**src/rtl/switch_sched_pkg.sv**
```systemverilog
// Shared types, width helpers and reset constants for the switch sequencer.
package switch_sched_pkg;

  localparam int unsigned DEF_CHANNELS = 4;
  localparam int unsigned DEF_DEPTH    = 8;
  localparam int unsigned DEF_TIME_W   = 24;
  localparam int unsigned DEF_TRANS_W  = 8;

  typedef enum logic [1:0] {
    HOLD      = 2'd0,
    TRANS     = 2'd1,
    EXHAUSTED = 2'd2
  } chan_state_e;

  localparam chan_state_e RST_STATE   = HOLD;
  localparam logic        RST_RUNNING = 1'b0;
  localparam logic        RST_DONE    = 1'b0;
  localparam logic        RST_SW      = 1'b0;

  // Channel-select width; a single channel still gets a 1-bit select.
  function automatic int unsigned ch_w(input int unsigned n);
    return (n > 1) ? $clog2(n) : 1;
  endfunction

  // Table index width.
  function automatic int unsigned idx_w(input int unsigned depth);
    return (depth > 1) ? $clog2(depth) : 1;
  endfunction

  // Length / pointer width: must hold 0..DEPTH inclusive.
  function automatic int unsigned len_w(input int unsigned depth);
    return idx_w(depth) + 1;
  endfunction

endpackage

```
**src/rtl/switch_sched_chan.sv**
```systemverilog
// One switch channel: toggle-time table, pointer, break-before-make FSM.
module switch_sched_chan
  import switch_sched_pkg::*;
#(
  parameter  int unsigned DEPTH   = DEF_DEPTH,
  parameter  int unsigned TIME_W  = DEF_TIME_W,
  parameter  int unsigned TRANS_W = DEF_TRANS_W,
  localparam int unsigned IDX_W   = idx_w(DEPTH),
  localparam int unsigned LEN_W   = len_w(DEPTH)
) (
  input  logic               clk,
  input  logic               rst,
  input  logic               start,
  input  logic               stop,
  input  logic               tick,
  input  logic               wrap,
  input  logic               init,
  input  logic [TRANS_W-1:0] trans_len,
  input  logic [TIME_W-1:0]  now,
  input  logic               tbl_we,
  input  logic [IDX_W-1:0]   tbl_idx,
  input  logic [TIME_W-1:0]  tbl_time,
  input  logic               len_we,
  input  logic [LEN_W-1:0]   len,
  output logic               sw_on,
  output logic               sw_trans,
  output logic               exhausted_c
);

  chan_state_e        state_q, state_d;
  logic               level_q, level_d;
  logic [LEN_W-1:0]   ptr_q, ptr_d;
  logic [LEN_W-1:0]   len_q;
  logic [TRANS_W-1:0] cnt_q, cnt_d;
  logic [TIME_W-1:0]  tbl_q [DEPTH];
  logic               armed_c;
  logic               last_c;

  // Toggle-time table; contents survive reset.
  always_ff @(posedge clk) begin
    if (tbl_we) tbl_q[tbl_idx] <= tbl_time;
  end

  // Valid-entry count, clamped to the table depth.
  always_ff @(posedge clk) begin
    if (rst)         len_q <= '0;
    else if (len_we) len_q <= (len > LEN_W'(DEPTH)) ? LEN_W'(DEPTH) : len;
  end

  // Next entry is due (late or unsorted entries fire immediately).
  assign armed_c     = (ptr_q < len_q) && (tbl_q[ptr_q[IDX_W-1:0]] <= now);
  assign last_c      = (ptr_q + LEN_W'(1)) >= len_q;
  assign exhausted_c = (state_q == EXHAUSTED);

  // State register plus registered switch outputs.
  always_ff @(posedge clk) begin
    if (rst) begin
      state_q  <= RST_STATE;
      level_q  <= RST_SW;
      ptr_q    <= '0;
      cnt_q    <= '0;
      sw_on    <= RST_SW;
      sw_trans <= RST_SW;
    end else begin
      state_q  <= state_d;
      level_q  <= level_d;
      ptr_q    <= ptr_d;
      cnt_q    <= cnt_d;
      sw_on    <= level_d & (state_d != TRANS);
      sw_trans <= (state_d == TRANS);
    end
  end

  // Next-state: start/stop override, then per-tick schedule, then period wrap.
  always_comb begin
    state_d = state_q;
    level_d = level_q;
    ptr_d   = ptr_q;
    cnt_d   = cnt_q;
    if (start) begin
      state_d = (len_q == '0) ? EXHAUSTED : HOLD;
      level_d = init;
      ptr_d   = '0;
      cnt_d   = '0;
    end else if (stop) begin
      // Abort restores the pre-transition level, pointer untouched.
      if (state_q == TRANS) state_d = HOLD;
      cnt_d = '0;
    end else if (tick) begin
      case (state_q)
        HOLD: begin
          if (armed_c) begin
            if (trans_len == '0) begin
              level_d = ~level_q;
              ptr_d   = ptr_q + LEN_W'(1);
              state_d = last_c ? EXHAUSTED : HOLD;
            end else begin
              state_d = TRANS;
              cnt_d   = trans_len;
            end
          end else if (ptr_q >= len_q) begin
            state_d = EXHAUSTED;
          end
        end
        TRANS: begin
          if (cnt_q <= TRANS_W'(1)) begin
            level_d = ~level_q;
            ptr_d   = ptr_q + LEN_W'(1);
            cnt_d   = '0;
            state_d = last_c ? EXHAUSTED : HOLD;
          end else begin
            cnt_d = cnt_q - TRANS_W'(1);
          end
        end
        default: ;
      endcase
      // Period wrap re-arms the table; level and transitions carry over.
      if (wrap) begin
        ptr_d = '0;
        if ((state_d == EXHAUSTED) && (len_q != '0)) state_d = HOLD;
      end
    end
  end

endmodule

```
**src/rtl/switch_sched.sv**
```systemverilog
// Multi-channel timed switch sequencer: time base, period wrap, run control.
module switch_sched
  import switch_sched_pkg::*;
#(
  parameter  int unsigned CHANNELS = DEF_CHANNELS,
  parameter  int unsigned DEPTH    = DEF_DEPTH,
  parameter  int unsigned TIME_W   = DEF_TIME_W,
  parameter  int unsigned TRANS_W  = DEF_TRANS_W,
  localparam int unsigned CH_W     = ch_w(CHANNELS),
  localparam int unsigned IDX_W    = idx_w(DEPTH),
  localparam int unsigned LEN_W    = len_w(DEPTH)
) (
  input  logic                clk,
  input  logic                rst,
  input  logic                tick,
  input  logic                start,
  input  logic                stop,
  input  logic                cfg_we,
  input  logic [CH_W-1:0]     cfg_ch,
  input  logic [IDX_W-1:0]    cfg_idx,
  input  logic [TIME_W-1:0]   cfg_time,
  input  logic                cfg_len_we,
  input  logic [LEN_W-1:0]    cfg_len,
  input  logic [CHANNELS-1:0] cfg_init,
  input  logic [TIME_W-1:0]   cfg_period,
  input  logic [TRANS_W-1:0]  cfg_trans,
  output logic                running,
  output logic                done,
  output logic [TIME_W-1:0]   now,
  output logic [CHANNELS-1:0] sw_on,
  output logic [CHANNELS-1:0] sw_trans
);

  logic [TIME_W-1:0]   period_q;
  logic [TRANS_W-1:0]  trans_q;
  logic [CHANNELS-1:0] exh_c;
  logic                stop_c;
  logic                finish_c;
  logic                adv_c;
  logic                wrap_c;

  // Start outranks stop; stop outranks tick and completion.
  assign stop_c   = stop & running & ~start;
  assign finish_c = running & ~start & ~stop & (period_q == '0) & (&exh_c) & ~(|sw_trans);
  assign adv_c    = tick & running & ~start & ~stop & ~finish_c;
  assign wrap_c   = adv_c & (period_q != '0) & (now == (period_q - TIME_W'(1)));

  // Run control, time base and start-sampled configuration.
  always_ff @(posedge clk) begin
    if (rst) begin
      running  <= RST_RUNNING;
      done     <= RST_DONE;
      now      <= '0;
      period_q <= '0;
      trans_q  <= '0;
    end else if (start) begin
      running  <= 1'b1;
      done     <= 1'b0;
      now      <= '0;
      period_q <= cfg_period;
      trans_q  <= cfg_trans;
    end else if (stop_c) begin
      running <= 1'b0;
    end else if (finish_c) begin
      running <= 1'b0;
      done    <= 1'b1;
    end else if (adv_c) begin
      now <= wrap_c ? '0 : now + TIME_W'(1);
    end
  end

  // One channel instance per switch; config writes only while idle.
  for (genvar i = 0; i < CHANNELS; i++) begin : g_chan
    logic sel_c;
    assign sel_c = (cfg_ch == CH_W'(i)) & ~running;

    switch_sched_chan #(
      .DEPTH   (DEPTH),
      .TIME_W  (TIME_W),
      .TRANS_W (TRANS_W)
    ) u_chan (
      .clk         (clk),
      .rst         (rst),
      .start       (start),
      .stop        (stop_c),
      .tick        (adv_c),
      .wrap        (wrap_c),
      .init        (cfg_init[i]),
      .trans_len   (trans_q),
      .now         (now),
      .tbl_we      (cfg_we & sel_c),
      .tbl_idx     (cfg_idx),
      .tbl_time    (cfg_time),
      .len_we      (cfg_len_we & sel_c),
      .len         (cfg_len),
      .sw_on       (sw_on[i]),
      .sw_trans    (sw_trans[i]),
      .exhausted_c (exh_c[i])
    );
  end

endmodule
```
**config.mk**
```make
export PLATFORM = sky130hd
export DESIGN_NAME = switch_sched
export DESIGN_NICKNAME = d
export VERILOG_FILES = /design/src/rtl/switch_sched_pkg.sv /design/src/rtl/switch_sched_chan.sv /design/src/rtl/switch_sched.sv
export SDC_FILE = /design/constraint.sdc
export NUM_CORES = 1
export LEC_CHECK = 0
export CAP_MARGIN = 20
export CORE_MARGIN = 3
export CORE_UTILIZATION = 60
export DETAILED_ROUTE_END_ITERATION = 10
export PLACE_DENSITY_LB_ADDON = 0.25
export SYNTH_ARGS = -nofsm -noshare
export SYNTH_HDL_FRONTEND = slang
export SYNTH_HIERARCHICAL = 1
export SYNTH_SLANG_ARGS = --single-unit
```
**constraint.sdc**
```tcl
create_clock -name clk -period 6 [get_ports clk]
set_input_delay 1.2 -clock clk [delete_from_list [all_inputs] [get_ports clk]]
set_output_delay 1.2 -clock clk [all_outputs]
set_load 0.02 [all_outputs]
```
==> out/metrics.csv <==
stage;metric;value;unit
yosys;largest family of logic cells by synthesized area;multiplexers;
pwr;Seq pwr share;52.9;%
sta;worst slew pin tran;1.15;ns
worst_setup_path;CP max FO;34;
finish;Filler cells;4305;
grt;routing usage on met1;39.4;%
run_status;status;complete, no violations;
yosys;Synth area leaders;edfxtp_1 56%, mux4_2 11%, dfxtp_1 7.5%;
clock_tree;clk slew on worst S/H paths;0.06;ns
sta;setup tns final;0;ns
sta;RSZ-0062 raised after global routing;no;
clock_tree;CTS tree;done;
floorplan;Die ar.;71500;um2
yosys;simple-gate share of the synthesized area;7.94;%
clock_tree;clock root buffer;clkbuf_16;
floorplan;core area;67400;um2
yosys;Synth area leader;edfxtp_1;
sta;Tcrit/Tclk final;80.1;%
yosys;Synth Flop Type;edfxtp_1;
routing;remaining antenna violation count;0;
clock_tree;Post-CTS Setup Bufs;0;
grt;antenna violations before repair;11;
yosys;sequential fraction of the synthesis area;63.7;%
clock_tree;CTS Hold Buffers Added;0;
worst_setup_path;CP Buf/Inv Count;2;
finish;final-stage net count;3052;
yosys;Synth Area in XOR/XNOR;1.49;%
finish;Final Util;69.2;%
sta;relative max-transition margin;23.0;%
yosys;Compound-Gate Fraction of Synth Area;5.47;%
yosys;Synth Area in Adders;4.36;%
routing;DR iter-0 viols;2898;
worst_setup_path;sequence of cells on the critical path;inv_1, ha_1, or4b_1, nor4_2, nand3b_1, xnor2_1, nand3_1, or4_1, nor4_2, buf_4, o41a_1, a41oi_1, a2bb2oi_1, nor2_1, o41a_1, a31o_1, a22oi_1;
pwr;Peak VDD IR;253;uV
grt;grt ovf;0;
worst_setup_path;CP Capture Type;flop;
routing;drc violations;0;
yosys;post-synth cell types;80;
pwr;Comb pwr share;3.7;%
clock_tree;Clock Sinks;922;
run;Max Cap Viol;0;
floorplan;Initial Util;60.9;%
routing;via count;24800;
floorplan;Row Count;95;
finish;layout cells sized above 1;21.1;%
routing;vias per cell;6.55;
finish;Syn-to-layout area delta;13.7;%
sta;Min Clock Period, post-route;4.81;ns
yosys;Post-synth EDFFs;768;
worst_setup_path;family with the most delay on the worst path;simple AND/OR/NAND/NOR gates;
clock_tree;clk_lat worst skew;0.66;ns
worst_setup_path;crit path kind;reg2reg;
placed_design;RePlAce Congestion;0.911;
pwr;clock group share of total power;43.3;%
sta;clock skew;0.0505;ns
worst_setup_path;CP max stage cell;or4b_1;
routing;average wire per standard cell;27.6;um
pwr;pwr dens;285;nW/um2
pwr;Net Sw Frac;21.0;%
grt;pin count of the biggest net entering global routing;48;
pwr;Psw;2790;uW
sta;max-slew violation count;0;
worst_setup_path;CP max stage delay;0.57;ns
yosys;post-synth top area share;56.2;%
hold_path;Hold Path Class;reg2reg;
sta;final setup fails;0;
clock_tree;CTS buffer count;93;
placed_design;hpwl dp;63.3;mm
routing;drt first pass iters;6;
clock_tree;post-CTS sizing;0;
grt;vias in the first global route;25500;
floorplan;Die H;267;um
clock_tree;Max clock buf depth;3;
yosys;mux share of post-synthesis cell area;14.7;%
yosys;Post-Syn Instances;2656;
pwr;Int Pwr;10500;uW
grt;met2 Track Usage GR;46.9;%
grt;grt peak-use layer;met2;
pwr;Lkg Pwr;0.0151;uW
yosys;synthesized area;41000;um2
grt;first-pass GRT wire length;155;mm
yosys;Synth Register Bits;922;
yosys;Net Count, Synth;2875;
floorplan;Die X;267;um
grt;M3 GR Usage;7.41;%
sta;hold violation count in the final report;0;
grt;Global Route Usage Sum;29.6;%
sta;fmax;0.208;GHz
worst_setup_path;CP startpoint kind;flop;
worst_setup_path;CP arrival;5.29;ns
floorplan;# IOs;110;
clock_tree;H-tree levels;3;
yosys;Avg Synthesized Cell Area;15.4;um2
yosys;post-synthesis async set-or-reset flop share;0;%
yosys;synth warn;6;
placed_design;quantity of I/O buffers inserted on ports;109;
routing;DRT Wirelength;104;mm
worst_setup_path;data required time at the worst endpoint;6.48;ns
## layer usage
metal | vias up | routed length, um
li1 | 10700 | -
met1 | 12500 | 39700
met2 | 1285 | 48500
met3 | 264 | 11500
met4 | 4 | 4730
met5 | - | 29
## power groups by stage
stage | logic, uW | clock network, uW | registers (uW)
final | 496 | 5760 | 7040
after global routing | 532 | 6100 | 7040
after CTS | 483 | 5840 | 7040
after detailed placement | 480 | 0 | 7170
after global placement | 460 | 0 | 7170
after floorplan | 238 | 0 | 7150
## synthesized netlist by cell type (15+ instances only)
master,number
o211ai_1,19
ha_1,143
o21ai_0,31
nand2b_1,32
nor2b_1,36
a21oi_1,93
xnor2_1,28
a211oi_1,19
nor2_2,20
clkbuf_1,60
edfxtp_1,768
nand4_1,35
or3_1,17
mux2i_1,61
nor3_1,52
nand3_1,45
mux2_2,97
nand2_1,106
dfxtp_1,154
nor2_1,180
mux4_2,192
inv_1,134
and3_1,15
buf_1,31
xor2_1,42
nor4_1,19
## metrics by stage
stage	hold WS (ns)	area, um2	instances	setup slack, ns	power [uW]
floorplan	0.470	41000	2656	1.13	7390
global placement	0.468	43500	3607	1.35	7630
detailed placement	0.479	43500	3608	1.29	7650
CTS	0.494	46600	3779	1.25	13400
global route	0.519	46600	3782	0.846	13700
finish	0.493	46700	3786	1.19	13300
## state kept, by name, summed over array words and instances (netlist names), named ones only
name,count
g_chan.u_chan/cnt_q,32
running,1
trans_q,8
g_chan.u_chan/ptr_q,16
done,1
now,24
g_chan.u_chan/sw_trans,4
g_chan.u_chan/sw_on,4
g_chan.u_chan/state_q,8
period_q,24
g_chan.u_chan/level_q,4
g_chan.u_chan/len_q,16
g_chan.u_chan/tbl_q,768
## path summary, 6_finish.rpt
path | depth (start not counted) | slack, ns | end | start
setup / recovery | 17 | 1.19 | g_chan[0].u_chan/sw_on | period_q[0]
hold / removal | 1 | 0.49 | done | done
setup reg to reg | 17 | 1.19 | g_chan[0].u_chan/sw_on | period_q[0]
hold reg to reg | 1 | 0.49 | done | done
## layout make-up
| type | count | area [um2] | area share [%] |
|---|---|---|---|
| Antenna cell | 4 | 10.0 | 0.0215 |
| Clock buffer | 120 | 2540 | 5.45 |
| Clock inverter | 51 | 515 | 1.10 |
| Inverter | 134 | 503 | 1.08 |
| Multi-Input combinational cell | 1498 | 14100 | 30.2 |
| Sequential cell | 922 | 26200 | 56.1 |
| Tap cell | 873 | 1090 | 2.34 |
| Timing Repair Buffer | 184 | 1720 | 3.70 |
## kinds of logic (layout without fill, tap and decap cells)
logic type                 Yosys count  in the layout
and+or+nand+nor                    631            631
adders and majority gates          143            143
other                                0              4
DFF                                922            922
xor gates and xnor gates            70             70
muxes                              350            350
buffers and inverters              236            489
AOI/OAI and AO/OA                  304            304
## cell usage in the layout, fill, tap and decap left out, types with 71 or more instances in the layout
cell type,n
edfxtp_1,768
mux4_2,192
nor2_1,156
dfxtp_1,146
ha_1,143
inv_1,134
clkdlybuf4s50_1,107
nand2_1,106
mux2_2,97
clkbuf_16,95
a21oi_1,93
buf_4,71
Power figures use the tool's default switching activity.
